===== config.mk =====
export PLATFORM = sky130hd
export DESIGN_NAME = weight_buf_ctrl
export DESIGN_NICKNAME = d
export VERILOG_FILES = /design/src/rtl/wbc_pkg.sv /design/src/rtl/weight_buf_ctrl.sv
export SDC_FILE = /design/constraint.sdc
export NUM_CORES = 1
export LEC_CHECK = 0
export BUFFER_PORTS_ARGS = -buffer_cell sky130_fd_sc_hd__buf_2
export CORE_MARGIN = 3
export CORE_UTILIZATION = 51
export CTS_CLUSTER_DIAMETER = 60
export DETAILED_ROUTE_END_ITERATION = 10
export PLACE_DENSITY_LB_ADDON = 0.12
export RECOVER_POWER = 50
export SLEW_MARGIN = 20
export SYNTH_ARGS = -nofsm -noshare
export SYNTH_HDL_FRONTEND = slang
export SYNTH_SLANG_ARGS = --single-unit

===== constraint.sdc =====
create_clock -name clk -period 2.65 [get_ports clk]
set_clock_uncertainty 0.1 [all_clocks]
set_input_delay 0.1325 -clock clk [delete_from_list [all_inputs] [get_ports clk]]
set_output_delay 0.1325 -clock clk [all_outputs]
set_load 0.05 [all_outputs]

===== src/rtl/wbc_pkg.sv =====
// rtl/wbc_pkg.sv - shared constants and FSM state type for the weight buffer controller
//
// Purpose: single source for the weight buffer geometry (entry count, index
// width, kernel word width) and the controller state encoding.
// Ports: none (package).

package wbc_pkg;

  localparam int WBC_DEPTH = 21;  // kernel entries in the weight buffer
  localparam int WBC_IDX_W = 7;   // width of index and count fields
  localparam int WBC_KW_W  = 72;  // width of one kernel word

  typedef enum logic [1:0] {
    IDLE = 2'd0,
    LOAD = 2'd1,
    READ = 2'd2,
    FIN  = 2'd3
  } wbc_state_t;

endpackage


===== src/rtl/weight_buf_ctrl.sv =====
// rtl/weight_buf_ctrl.sv - load/replay controller for the kernel weight buffer
//
// Purpose: loads N kernel words into an external weight buffer, then replays
// them P times to the PE array on a request/grant handshake.
// Optional feature macro: WBC_OVERLAP_EN - lets reads start during LOAD on
// the first pass, never overtaking the write pointer.
//
// Ports:
//   clk, rst          clock, asynchronous active-low reset
//   start             one-cycle job launch (num_kernels/num_passes sampled)
//   num_kernels       kernels per job N (1..DEPTH)
//   num_passes        read sweeps P over the N kernels (>=1)
//   ld_valid/ld_ready upstream weight word handshake
//   wb_readen         buffer write enable (accepted word)
//   wb_in_index       buffer write index
//   wb_out_index      buffer read index
//   rd_req/rd_ack     PE array kernel request / combinational grant
//   rd_valid, rd_kidx buffer dataout valid one cycle after grant, its index
//   busy, done, err   not idle / job complete pulse / rejected start pulse

module weight_buf_ctrl
  import wbc_pkg::*;
#(
  parameter int DEPTH = WBC_DEPTH,
  parameter int IDX_W = WBC_IDX_W
) (
  input  logic             clk,
  input  logic             rst,
  input  logic             start,
  input  logic [IDX_W-1:0] num_kernels,
  input  logic [7:0]       num_passes,
  input  logic             ld_valid,
  output logic             ld_ready,
  output logic             wb_readen,
  output logic [IDX_W-1:0] wb_in_index,
  output logic [IDX_W-1:0] wb_out_index,
  input  logic             rd_req,
  output logic             rd_ack,
  output logic             rd_valid,
  output logic [IDX_W-1:0] rd_kidx,
  output logic             busy,
  output logic             done,
  output logic             err
);

  localparam logic [IDX_W-1:0] DEPTH_I = IDX_W'(DEPTH);
  localparam logic [IDX_W-1:0] IDX_ONE = IDX_W'(1);

  wbc_state_t       state;
  wbc_state_t       state_nxt;
  logic [IDX_W-1:0] n_lat;
  logic [7:0]       p_lat;
  logic [IDX_W-1:0] wr_cnt;
  logic [IDX_W-1:0] rd_cnt;
  logic [7:0]       pass_cnt;

  logic start_ok;
  logic wr_fire;
  logic wr_last;
  logic rd_last_k;
  logic rd_last;

  assign start_ok  = (num_kernels != '0) && (num_kernels <= DEPTH_I) &&
                     (num_passes != 8'd0);
  assign wr_fire   = ld_valid & ld_ready;
  assign wr_last   = wr_fire && (wr_cnt == n_lat - IDX_ONE);
  assign rd_last_k = (rd_cnt == n_lat - IDX_ONE);
  // Final grant of the job: last kernel of the last pass.
  assign rd_last   = rd_ack && rd_last_k && (pass_cnt == p_lat - 8'd1);

  assign wb_readen    = wr_fire;
  assign wb_in_index  = wr_cnt;
  assign wb_out_index = rd_cnt;

  // State register
  always_ff @(posedge clk or negedge rst) begin
    if (!rst) begin
      state <= IDLE;
    end else begin
      state <= state_nxt;
    end
  end

  // Next-state logic
  always_comb begin
    state_nxt = state;
    unique case (state)
      IDLE: if (start && start_ok) state_nxt = LOAD;
      LOAD: if (wr_last)           state_nxt = READ;
      READ: if (rd_last)           state_nxt = FIN;
      FIN:                         state_nxt = IDLE;
      default:                     state_nxt = IDLE;
    endcase
  end

  // Output logic
  always_comb begin
    ld_ready = (state == LOAD);
    busy     = (state != IDLE);
    done     = (state == FIN);   // FIN lasts one cycle, alongside the last rd_valid
    rd_ack   = 1'b0;
    unique case (state)
      READ: rd_ack = rd_req;
`ifdef WBC_OVERLAP_EN
      // Overlap is only possible on the first pass; a read may only
      // consume an entry that has already been written.
      LOAD: rd_ack = rd_req && (pass_cnt == 8'd0) && (rd_cnt < wr_cnt);
`endif
      default: rd_ack = 1'b0;
    endcase
  end

  // Job parameters, counters and registered outputs
  always_ff @(posedge clk or negedge rst) begin
    if (!rst) begin
      n_lat    <= '0;
      p_lat    <= 8'd0;
      wr_cnt   <= '0;
      rd_cnt   <= '0;
      pass_cnt <= 8'd0;
      rd_valid <= 1'b0;
      rd_kidx  <= '0;
      err      <= 1'b0;
    end else begin
      rd_valid <= rd_ack;
      err      <= 1'b0;
      if (rd_ack) rd_kidx <= rd_cnt;

      if (state == IDLE) begin
        if (start) begin
          if (start_ok) begin
            n_lat    <= num_kernels;
            p_lat    <= num_passes;
            wr_cnt   <= '0;
            rd_cnt   <= '0;
            pass_cnt <= 8'd0;
          end else begin
            err <= 1'b1;
          end
        end
      end else begin
        if (wr_fire) wr_cnt <= wr_cnt + IDX_ONE;
        if (rd_ack) begin
          if (rd_last_k) begin
            rd_cnt   <= '0;
            pass_cnt <= pass_cnt + 8'd1;
          end else begin
            rd_cnt <= rd_cnt + IDX_ONE;
          end
        end
      end
    end
  end

endmodule


==> flow_metrics.env, run 1 <==
export IMPL_htree_levels=2
export IMPL_die_w_um=80.7
export IMPL_die_h_um=80.7
export IMPL_layout_drive_gt1_share_pct=26.6
export IMPL_async_flop_share_pct=100
export IMPL_synth_area_leaders="dfrtp_1 (42%), xor2_1 (6.5%), mux2_2 (6.3%)"
export IMPL_insertion_delay_ns=0.30
export IMPL_synth_nets=310
export IMPL_nets=382
export IMPL_cts_buffers=5
export IMPL_stdcell_area_um2=3530
export IMPL_dp_hpwl_um=4740
export IMPL_grt_max_degree=33
export IMPL_maxSlewViolCount=0
export IMPL_yosys_warnings=0
export IMPL_cts_tree="done"
export IMPL_firstDrtPassIters=4
export IMPL_postRouteAntennaNets=0
export IMPL_synth_commonest_cells="dfrtp_1 (48), nor2_1 (27), nand2_1 (26)"
export IMPL_period_needed_ns=2.56
export IMPL_crit_required_ns=2.74
export IMPL_dr_total_vias=2345
export IMPL_synth_top_area_share_pct=42.2
export IMPL_worstMarginPinSlew_ns=1.12
export IMPL_drc=0
export IMPL_clock_tree_buffer_depth=2
export IMPL_initial_core_util_pct=54.3
export IMPL_fill_cells=432
export IMPL_overflow=0
export IMPL_multi_input_comb_area_um2=1630
export IMPL_synth_edf_count=0
export IMPL_max_freq_mhz=391
export IMPL_max_slew_margin_rel_pct=25.5
export IMPL_synth_seq_area_share_pct=42.2
export IMPL_synth_distinct_cells=54
export IMPL_clock_sinks=48
export IMPL_p_per_area_nw_per_um2=1110
export IMPL_ys_seq_elements=48
export IMPL_place_inst=401
export IMPL_ios=48
export IMPL_syn2layout_area_growth_pct=24.1
export IMPL_finalNonFillerCells=424
export IMPL_synthFlopType="dfrtp_1"
export IMPL_drt_iter0_drc=70
export IMPL_rsz0062_at_grt="yes"
export IMPL_tns_ns=0
export IMPL_wire_per_inst_um=15.4
export IMPL_path_clk_slew_ns=0.09
export IMPL_min_path_type="in2reg"
export IMPL_io_buffers=47
export IMPL_wl_um=6530
export IMPL_cts_root_buf="clkbuf_8"
export IMPL_vias_per_cell=5.53
export IMPL_synth_area_um2=2850
export IMPL_core_um2=5240
export IMPL_final_period_utilization_pct=96.5
export IMPL_post_synth_top_area_cell="dfrtp_1"
export IMPL_cap_violations=0
export IMPL_outcome="finished, final reports clean"
export IMPL_grt_pass1_vias=2338
export IMPL_rows=26
export IMPL_cp_max_fo=5
export IMPL_arrival_ns=2.64
export IMPL_avgSynthCellArea_um2=10.1
export IMPL_syn_inst=281
export IMPL_critPathLaunchType="register"
export IMPL_hold_violations=0
export IMPL_antenna_found_initial=0
export IMPL_power_leakage_nw=1.64
export IMPL_antenna_cells=0
export IMPL_synth_most_common_cell="dfrtp_1"
export IMPL_grt_usage_pct=21.5
export IMPL_grt_pass1_wl_um=10900
export IMPL_dieArea_um2=6510
export IMPL_setup_violations_final=0
export IMPL_ir_drop_mv=0.463
export IMPL_critPathCaptureType="register"
export IMPL_ff_latch_area_um2=1200
export IMPL_gp_congestion=0.869
export IMPL_critPathKind="reg2reg"
export IMPL_placed_area_um2=3230
-- sequential cells by signal, indices dropped and copies added, names as in the netlist --
signal and cells:
p_lat 8, pass_cnt 8, n_lat 7, rd_kidx 7
wb_in_index 7, wb_out_index 7, state 2, err 1
rd_valid 1
-- final cells by class --
cell class / count / share of cell area, %
clock inverter: 3 / 1.31
timing repair buffer: 75 / 13.0
tap: 70 / 2.48
inverter: 11 / 1.17
sequential: 48 / 34.0
multi-input combinational: 212 / 46.0
clock buffer: 5 / 1.95
-- layer usage --
layer	vias up	part of all wire, %	global-route usage [%]
li1	1135	-	-
met3	8	3.8	3.81
met2	52	54	40.1
met4	0	1.3	4.73
met1	1150	41	25.6
met5	-	0	0
-- per-stage QoR --
stage,util [%],hold WS (ns),worst slack [ns],power (mW)
2_1_floorplan,-,-0.263,0.0144,2.71
3_3_place_gp,61.6,0.00944,0.00869,3.18
3_5_place_dp,61.6,0.0120,-0.104,3.23
4_1_cts,66.7,0.00141,0.0177,3.85
5_1_grt,67.4,0.0138,-0.0542,4.21
6_report,67.4,0.00248,0.0937,3.92
-- logic make-up after synthesis --
| kind of cell | Yosys count | synth area share, % |
|---|---|---|
| adder cells (fa/ha/maj) | 9 | 3.96 |
| AO/OA/AOI/OAI | 43 | 10.6 |
| buffers and inverters | 21 | 2.86 |
| multiplexers | 19 | 7.61 |
| AND/OR/NAND/NOR | 103 | 20.6 |
| XOR/XNOR | 38 | 12.2 |
| flip-flops | 48 | 42.2 |
-- power by group --
| part | internal (mW) | leakage [nW] | switching, mW |
|---|---|---|---|
| Sequential | 0.954 | 0.626 | 0.307 |
| Clock | 0.285 | 0.0548 | 0.262 |
| Combinational | 0.890 | 0.960 | 1.23 |
-- critical path: stages (launching register included) --
cell and delay (ns):
dfrtp_1 0.37, inv_1 0.09, ha_4 0.19, nor3b_4 0.16, nand2b_1 0.12, o22ai_1 0.09
a211o_1 0.28, o41ai_2 0.38, buf_4 0.17, o2111a_2 0.22, mux2_4 0.30
-- timing repair --
action,4_1_cts,5_1_grt
setup buffers,0,2
endpoints found under the hold margin,32,0
gates cloned,0,0
pin swaps,1,6
hold buffers,13,0
endpoints found under the setup margin,1,3
gates resized for setup,5,10
-- cells in the final DEF, fill, tap and decap left out, drive strengths merged, types with 3 or more instances in the layout --
cell and instances:
ha 9, buf 46, dfrtp 48, nor4 3, o2111ai 3, mux2 18
nor3 3, nor2b 3, clkbuf 21, a21oi 7, and4 3, a211o 3
inv 11, and2 3, nand3 9, nand4 7, nand2 26, xor2 21
and3 4, o21ai 14, xnor2 16, nor2 27, nor3b 4, o31ai 3
dlygate4sd3 13
-- worst paths after layout --
path / from / to / slack (ns) / depth (start not counted)
worst max-delay path: n_lat[1]$_DFFE_PN0P_ / state[1]$_DFFE_PN0P_ / 0.09 / 10
worst min-delay path: num_kernels[4] / n_lat[4]$_DFFE_PN0P_ / 0.002 / 2
worst max register to register: n_lat[1]$_DFFE_PN0P_ / state[1]$_DFFE_PN0P_ / 0.09 / 10
worst min register to register: rd_kidx[3]$_DFFE_PN0P_ / rd_kidx[3]$_DFFE_PN0P_ / 0.39 / 2
max in group asynchronous: rst / n_lat[2]$_DFFE_PN0P_ / 0.65 / 3
min in group asynchronous: rst / rd_kidx[5]$_DFFE_PN0P_ / 0.45 / 2
Power figures use the tool's default switching activity.
==> run 2, diff against run 1 <==
CORE_ASPECT_RATIO = 0.6   (was unset)
==> run 2 against run 1 <==
Against the previous run:
- sequential power about the same
- via count down 0.68%
- die area up 0.45%
- utilization up 0.12 points
- first-iteration DRC count rose to 3.0 times the previous value
- non-clock buffer count up 5
- combinational power up 5%
- count of clock-buffer cells in the layout up 3
- clock power down 18%
- cell area about the same
- wire length up 5.1%
- critical endpoint unchanged
==> flow_metrics.env, run 2 (synthesis results as in run 1) <==
export IMPL_outcome="finished, final reports clean"
export IMPL_power_leakage_nw=1.65
export IMPL_hold_violations=0
export IMPL_cts_root_buf="clkbuf_8"
export IMPL_firstDrtPassIters=4
export IMPL_ir_drop_mv=0.681
export IMPL_min_path_type="in2reg"
export IMPL_critPathKind="reg2reg"
export IMPL_nets=387
export IMPL_slowest_delay_ns=0.41
export IMPL_layout_cells_most_common="dfrtp_1"
export IMPL_grt_max_degree=34
export IMPL_final_util_pct=67.6
export IMPL_min_from="num_kernels[4]"
export IMPL_stdcell_area_um2=3530
export IMPL_tns_ns=0
export IMPL_ios=48
export IMPL_antenna_found_initial=0
export IMPL_clock_sinks=48
export IMPL_dr_wl_met2_um=2540
export IMPL_layout_drive_gt1_share_pct=26.2
export IMPL_maxSlewViolCount=0
export IMPL_rr_worst_depth=8
export IMPL_overflow=0
export IMPL_rr_endpoint="state[1]$_DFFE_PN0P_"
export IMPL_min_path_cells=2
export IMPL_crit_required_ns=2.74
export IMPL_p_per_area_nw_per_um2=1120
export IMPL_max_freq_mhz=394
export IMPL_path_clk_slew_ns=0.08
export IMPL_htree_levels=2
export IMPL_vias_per_cell=5.48
export IMPL_rr_startpoint="n_lat[0]$_DFFE_PN0P_"
export IMPL_wire_per_inst_um=16.2
export IMPL_insertion_delay_ns=0.30
export IMPL_gp_congestion=0.893
export IMPL_grt_usage_pct=22.5
export IMPL_io_buffers=47
export IMPL_dp_hpwl_um=5120
export IMPL_rows=20
export IMPL_slowest_stage="dfrtp_1"
export IMPL_period_needed_ns=2.54
export IMPL_cp_max_fo=3
export IMPL_final_period_utilization_pct=95.8
export IMPL_die_w_um=102
export IMPL_path_buf_inv=1
export IMPL_multi_input_comb_area_um2=1630
export IMPL_dr_total_vias=2329
export IMPL_cap_violations=0
export IMPL_wl_um=6870
export IMPL_cts_buffers=5
export IMPL_postRouteAntennaNets=0
export IMPL_arrival_ns=2.63
export IMPL_critPathCaptureType="register"
export IMPL_grt_pass1_wl_um=11300
export IMPL_worstMarginPinSlew_ns=1.40
export IMPL_biggestRegsByFlops="p_lat (8), pass_cnt (8)"
export IMPL_worstPathCellList="buf_4, nor3_4, xnor3_1, nor4b_4, nand3_2, o31ai_4, o2111a_2, mux2_1"
export IMPL_antenna_cells=0
export IMPL_placed_area_um2=3250
export IMPL_die_h_um=63.9
export IMPL_wl_met3_um=475
export IMPL_highest_layer="met4"
export IMPL_drc=0
export IMPL_rsz0062_at_grt="yes"
export IMPL_fill_cells=422
export IMPL_cp_top_family="simple AND/OR/NAND/NOR gates"
export IMPL_clock_tree_buffer_depth=2
export IMPL_dieArea_um2=6540
export IMPL_drt_iter0_drc=213
export IMPL_critPathLaunchType="register"
export IMPL_syn2layout_area_growth_pct=24.2
export IMPL_reg2reg_slack_ns=0.11
export IMPL_initial_core_util_pct=54.4
export IMPL_holdWs_ns=0.0137
export IMPL_holdPathEnd="n_lat[4]$_DFFE_PN0P_"
export IMPL_cts_tree="done"
export IMPL_ff_latch_area_um2=1200
export IMPL_layout_common_cells="dfrtp_1 (47), buf_2 (29), nor2_1 (27)"
export IMPL_core_um2=5230
export IMPL_grt_pass1_vias=2077
export IMPL_setup_violations_final=0
export IMPL_max_slew_margin_rel_pct=6.78
export IMPL_met1_length_um=3810
## run 2: cell count changes in the layout (fill, tap and decap cells not counted), moves of 2 or more
cell / delta
clkbuf_1: +5
buf_4: +8
dlygate4sd3_1: -2
buf_2: -3
## run 2: where the power goes
| group | internal [mW] | switching (mW) | leakage (nW) | total (mW) |
|---|---|---|---|---|
| clock | 0.213 | 0.234 | 0.0455 | 0.448 |
| sequential | 0.954 | 0.324 | 0.626 | 1.28 |
| combinational | 0.932 | 1.30 | 0.977 | 2.23 |
| total | 2.10 | 1.85 | 1.65 | 3.95 |
## run 2: cell type report
class,instances,area share (%)
clock buffer,8,2.55
multi-input combinational,212,46.2
timing repair buffer,80,13.7
sequential,48,34.0
inverter,11,1.17
tap,66,2.34
## run 2: worst register-to-register path: stages, from the launching register on
cell	delay [ns]
dfrtp_1	0.41
buf_4	0.16
nor3_4	0.22
xnor3_1	0.28
nor4b_4	0.30
nand3_2	0.14
o31ai_4	0.27
o2111a_2	0.24
mux2_1	0.31
## run 2: worst max-delay path by stage
| stage | from | end | cells after the start |
|---|---|---|---|
| floorplan | wb_out_index[3]$_DFFE_PN0P_ | state[1]$_DFFE_PN0P_ | 7 |
| global placement | n_lat[1]$_DFFE_PN0P_ | state[1]$_DFFE_PN0P_ | 9 |
| detailed placement | n_lat[1]$_DFFE_PN0P_ | state[1]$_DFFE_PN0P_ | 9 |
| CTS | n_lat[0]$_DFFE_PN0P_ | state[1]$_DFFE_PN0P_ | 8 |
| global route | p_lat[0]$_DFFE_PN0P_ | state[1]$_DFFE_PN0P_ | 9 |
| finish | n_lat[0]$_DFFE_PN0P_ | state[1]$_DFFE_PN0P_ | 8 |
## run 2: per-layer routing
metal | track usage, % | vias to the layer above
met5 | 0 | -
met4 | 4.42 | 0
met1 | 39.7 | 1092
met2 | 26.2 | 75
met3 | 5.45 | 5
li1 | - | 1157
## run 2: metrics by stage
stage	total power [mW]	worst slack, ns	instances
floorplan	2.71	0.0144	281
global placement	3.27	0.0423	401
detailed placement	3.29	-0.0647	401
CTS	3.80	0.0350	420
global route	4.23	-0.0148	425
finish	3.95	0.111	425
## run 2: repair_timing
action	in CTS	in global routing
setup buffers	0	5
endpoints found under the hold margin	35	0
hold buffers	11	0
setup endpoints to repair	1	6
pin swaps	0	4
gates resized for setup	3	11
==> run 3, diff against run 2 <==
CORE_UTILIZATION = 55   (was 51)
clock period = 3.1 ns   (was 2.65 ns; I/O delays follow)
==> run 3 against run 2 <==
Against the previous run:
- setup slack better by 0.13 ns
- die area down 6.7%
- power decreased by 21%
- via count down 1.8%
- register-to-register slack improved by 0.13 ns
- wire length decreased by 5.5%
- cell area decreased by 5.6%
- critical path depth rose by 1
- critical endpoint unchanged
- largest power group unchanged
- highest routed layer unchanged
==> flow_metrics.env, run 3 (synthesis results as in run 1) <==
export IMPL_worstSetupStartpoint="n_lat[0]$_DFFE_PN0P_"
export IMPL_syn2layout_area_growth_pct=17.2
export IMPL_ios=48
export IMPL_critPathCaptureType="register"
export IMPL_gp_congestion=0.845
export IMPL_io_buffers=47
export IMPL_worst_slack_ns=0.237
export IMPL_rsz0062_at_grt="no"
export IMPL_arrival_ns=2.96
export IMPL_setup_violations_final=0
export IMPL_cap_violations=0
export IMPL_core_um2=4780
export IMPL_cts_buffers=5
export IMPL_power_leakage_nw=1.56
export IMPL_critPathLaunchType="register"
export IMPL_biggestRegsByFlops="p_lat (8), pass_cnt (8)"
export IMPL_p_per_area_nw_per_um2=939
export IMPL_worstMarginPinSlew_ns=1.19
export IMPL_insertion_delay_ns=0.30
export IMPL_min_path_type="in2reg"
export IMPL_cp_max_fo=5
export IMPL_vias_per_cell=5.69
export IMPL_layout_drive_gt1_share_pct=22.1
export IMPL_die_h_um=61.7
export IMPL_firstDrtPassIters=5
export IMPL_cts_tree="done"
export IMPL_wire_per_inst_um=16.1
export IMPL_max_slew_margin_rel_pct=20.5
export IMPL_cts_root_buf="clkbuf_8"
export IMPL_final_period_utilization_pct=92.4
export IMPL_antenna_found_initial=0
export IMPL_htree_levels=2
export IMPL_dpl_worst_slack_ns=0.283
export IMPL_dp_hpwl_um=4620
export IMPL_dieArea_um2=6100
export IMPL_layout_cells_most_common="dfrtp_1"
export IMPL_clock_tree_buffer_depth=2
export IMPL_max_freq_mhz=349
export IMPL_grt_pass1_wl_um=10600
export IMPL_nets=367
export IMPL_path_clk_slew_ns=0.09
export IMPL_grt_usage_pct=22.6
export IMPL_period_needed_ns=2.86
export IMPL_dr_total_vias=2286
export IMPL_hold_violations=0
export IMPL_outcome="finished, final reports clean"
export IMPL_min_from="num_kernels[0]"
export IMPL_layout_common_cells="dfrtp_1 (48), buf_2 (33), nor2_1 (27)"
export IMPL_grt_max_degree=49
export IMPL_die_w_um=98.9
export IMPL_tns_ns=0
export IMPL_postRouteAntennaNets=0
export IMPL_initial_core_util_pct=59.5
export IMPL_place_inst=384
export IMPL_grt_pass1_vias=2077
export IMPL_crit_required_ns=3.19
export IMPL_clock_sinks=48
export IMPL_wl_um=6490
export IMPL_drt_iter0_drc=247
export IMPL_finalNonFillerCells=402
export IMPL_maxSlewViolCount=0
export IMPL_rr_startpoint="n_lat[0]$_DFFE_PN0P_"
export IMPL_drc=0
export IMPL_antenna_cells=0
export IMPL_overflow=0
export IMPL_ir_drop_mv=0.588
export IMPL_critPathKind="reg2reg"
export IMPL_rows=19
==> run 3: cell types whose count changed in the layout (fill, tap and decap cells not counted), moves of 2 or more <==
cell,before,now
o31ai_1,1,3
clkbuf_1,20,13
buf_2,29,33
clkinv_2,0,2
buf_4,21,3
==> run 3: routing by layer <==
layer / track usage [%] / vias up / wire, µm
met4: 6.03 / 0 / 44
met3: 4.35 / 5 / 524
met2: 29.9 / 94 / 2590
met1: 37.0 / 1077 / 3330
met5: 0 / - / 0
li1: - / 1110 / -
==> run 3: layout make-up <==
class / count / area, µm²
clock buffer: 6 / 82.6
clock inverter: 2 / 10.0
fill: 361 / 1440
inverter: 11 / 41.3
multi-input combinational: 212 / 1580
sequential: 48 / 1200
tap: 63 / 78.8
timing repair buffer: 60 / 342
==> run 3: final timing paths <==
path | depth (start not counted) | end | slack, ns
max in group asynchronous | 2 | pass_cnt[5]$_DFFE_PN0P_ | 1.65
min in group asynchronous | 2 | p_lat[0]$_DFFE_PN0P_ | 0.52
hold / removal | 3 | n_lat[0]$_DFFE_PN0P_ | 0.004
setup reg to reg | 9 | state[1]$_DFFE_PN0P_ | 0.24
hold reg to reg | 2 | rd_kidx[3]$_DFFE_PN0P_ | 0.39
setup / recovery | 9 | state[1]$_DFFE_PN0P_ | 0.24
==> run 3: per-stage QoR <==
step	hold WS [ns]	utilization (%)	power, mW	area (µm²)
finish	0.00421	69.8	3.13	3330
global route	0.0284	69.8	3.35	3330
CTS	0.00982	69.8	3.11	3330
detailed placement	0.304	65.8	2.69	3140
global placement	0.278	65.8	2.66	3140
floorplan	-0.241	-	2.32	2850
==> run 3: timing repair <==
item                       CTS  global route
buffers inserted             0             0
hold endpoints to repair    57             0
hold buffers                10             0
setup endpoints to repair    0             1
gates resized for setup      0             2
==> run 3: worst max-delay path: stages, from the launching register on <==
cell and delay [ns]:
dfrtp_1 0.46, inv_1 0.11, ha_1 0.26, nor3b_2 0.34
xor2_1 0.11, o221ai_1 0.20, o211ai_1 0.11, o41ai_1 0.46
o2111a_2 0.28, mux2_1 0.32
==> run 3: power breakdown <==
| part | switching [mW] | total [mW] | internal, mW |
|---|---|---|---|
| logic | 0.988 | 1.62 | 0.634 |
| registers | 0.301 | 1.11 | 0.814 |
| clock network | 0.216 | 0.394 | 0.178 |
| total | 1.51 | 3.13 | 1.63 |
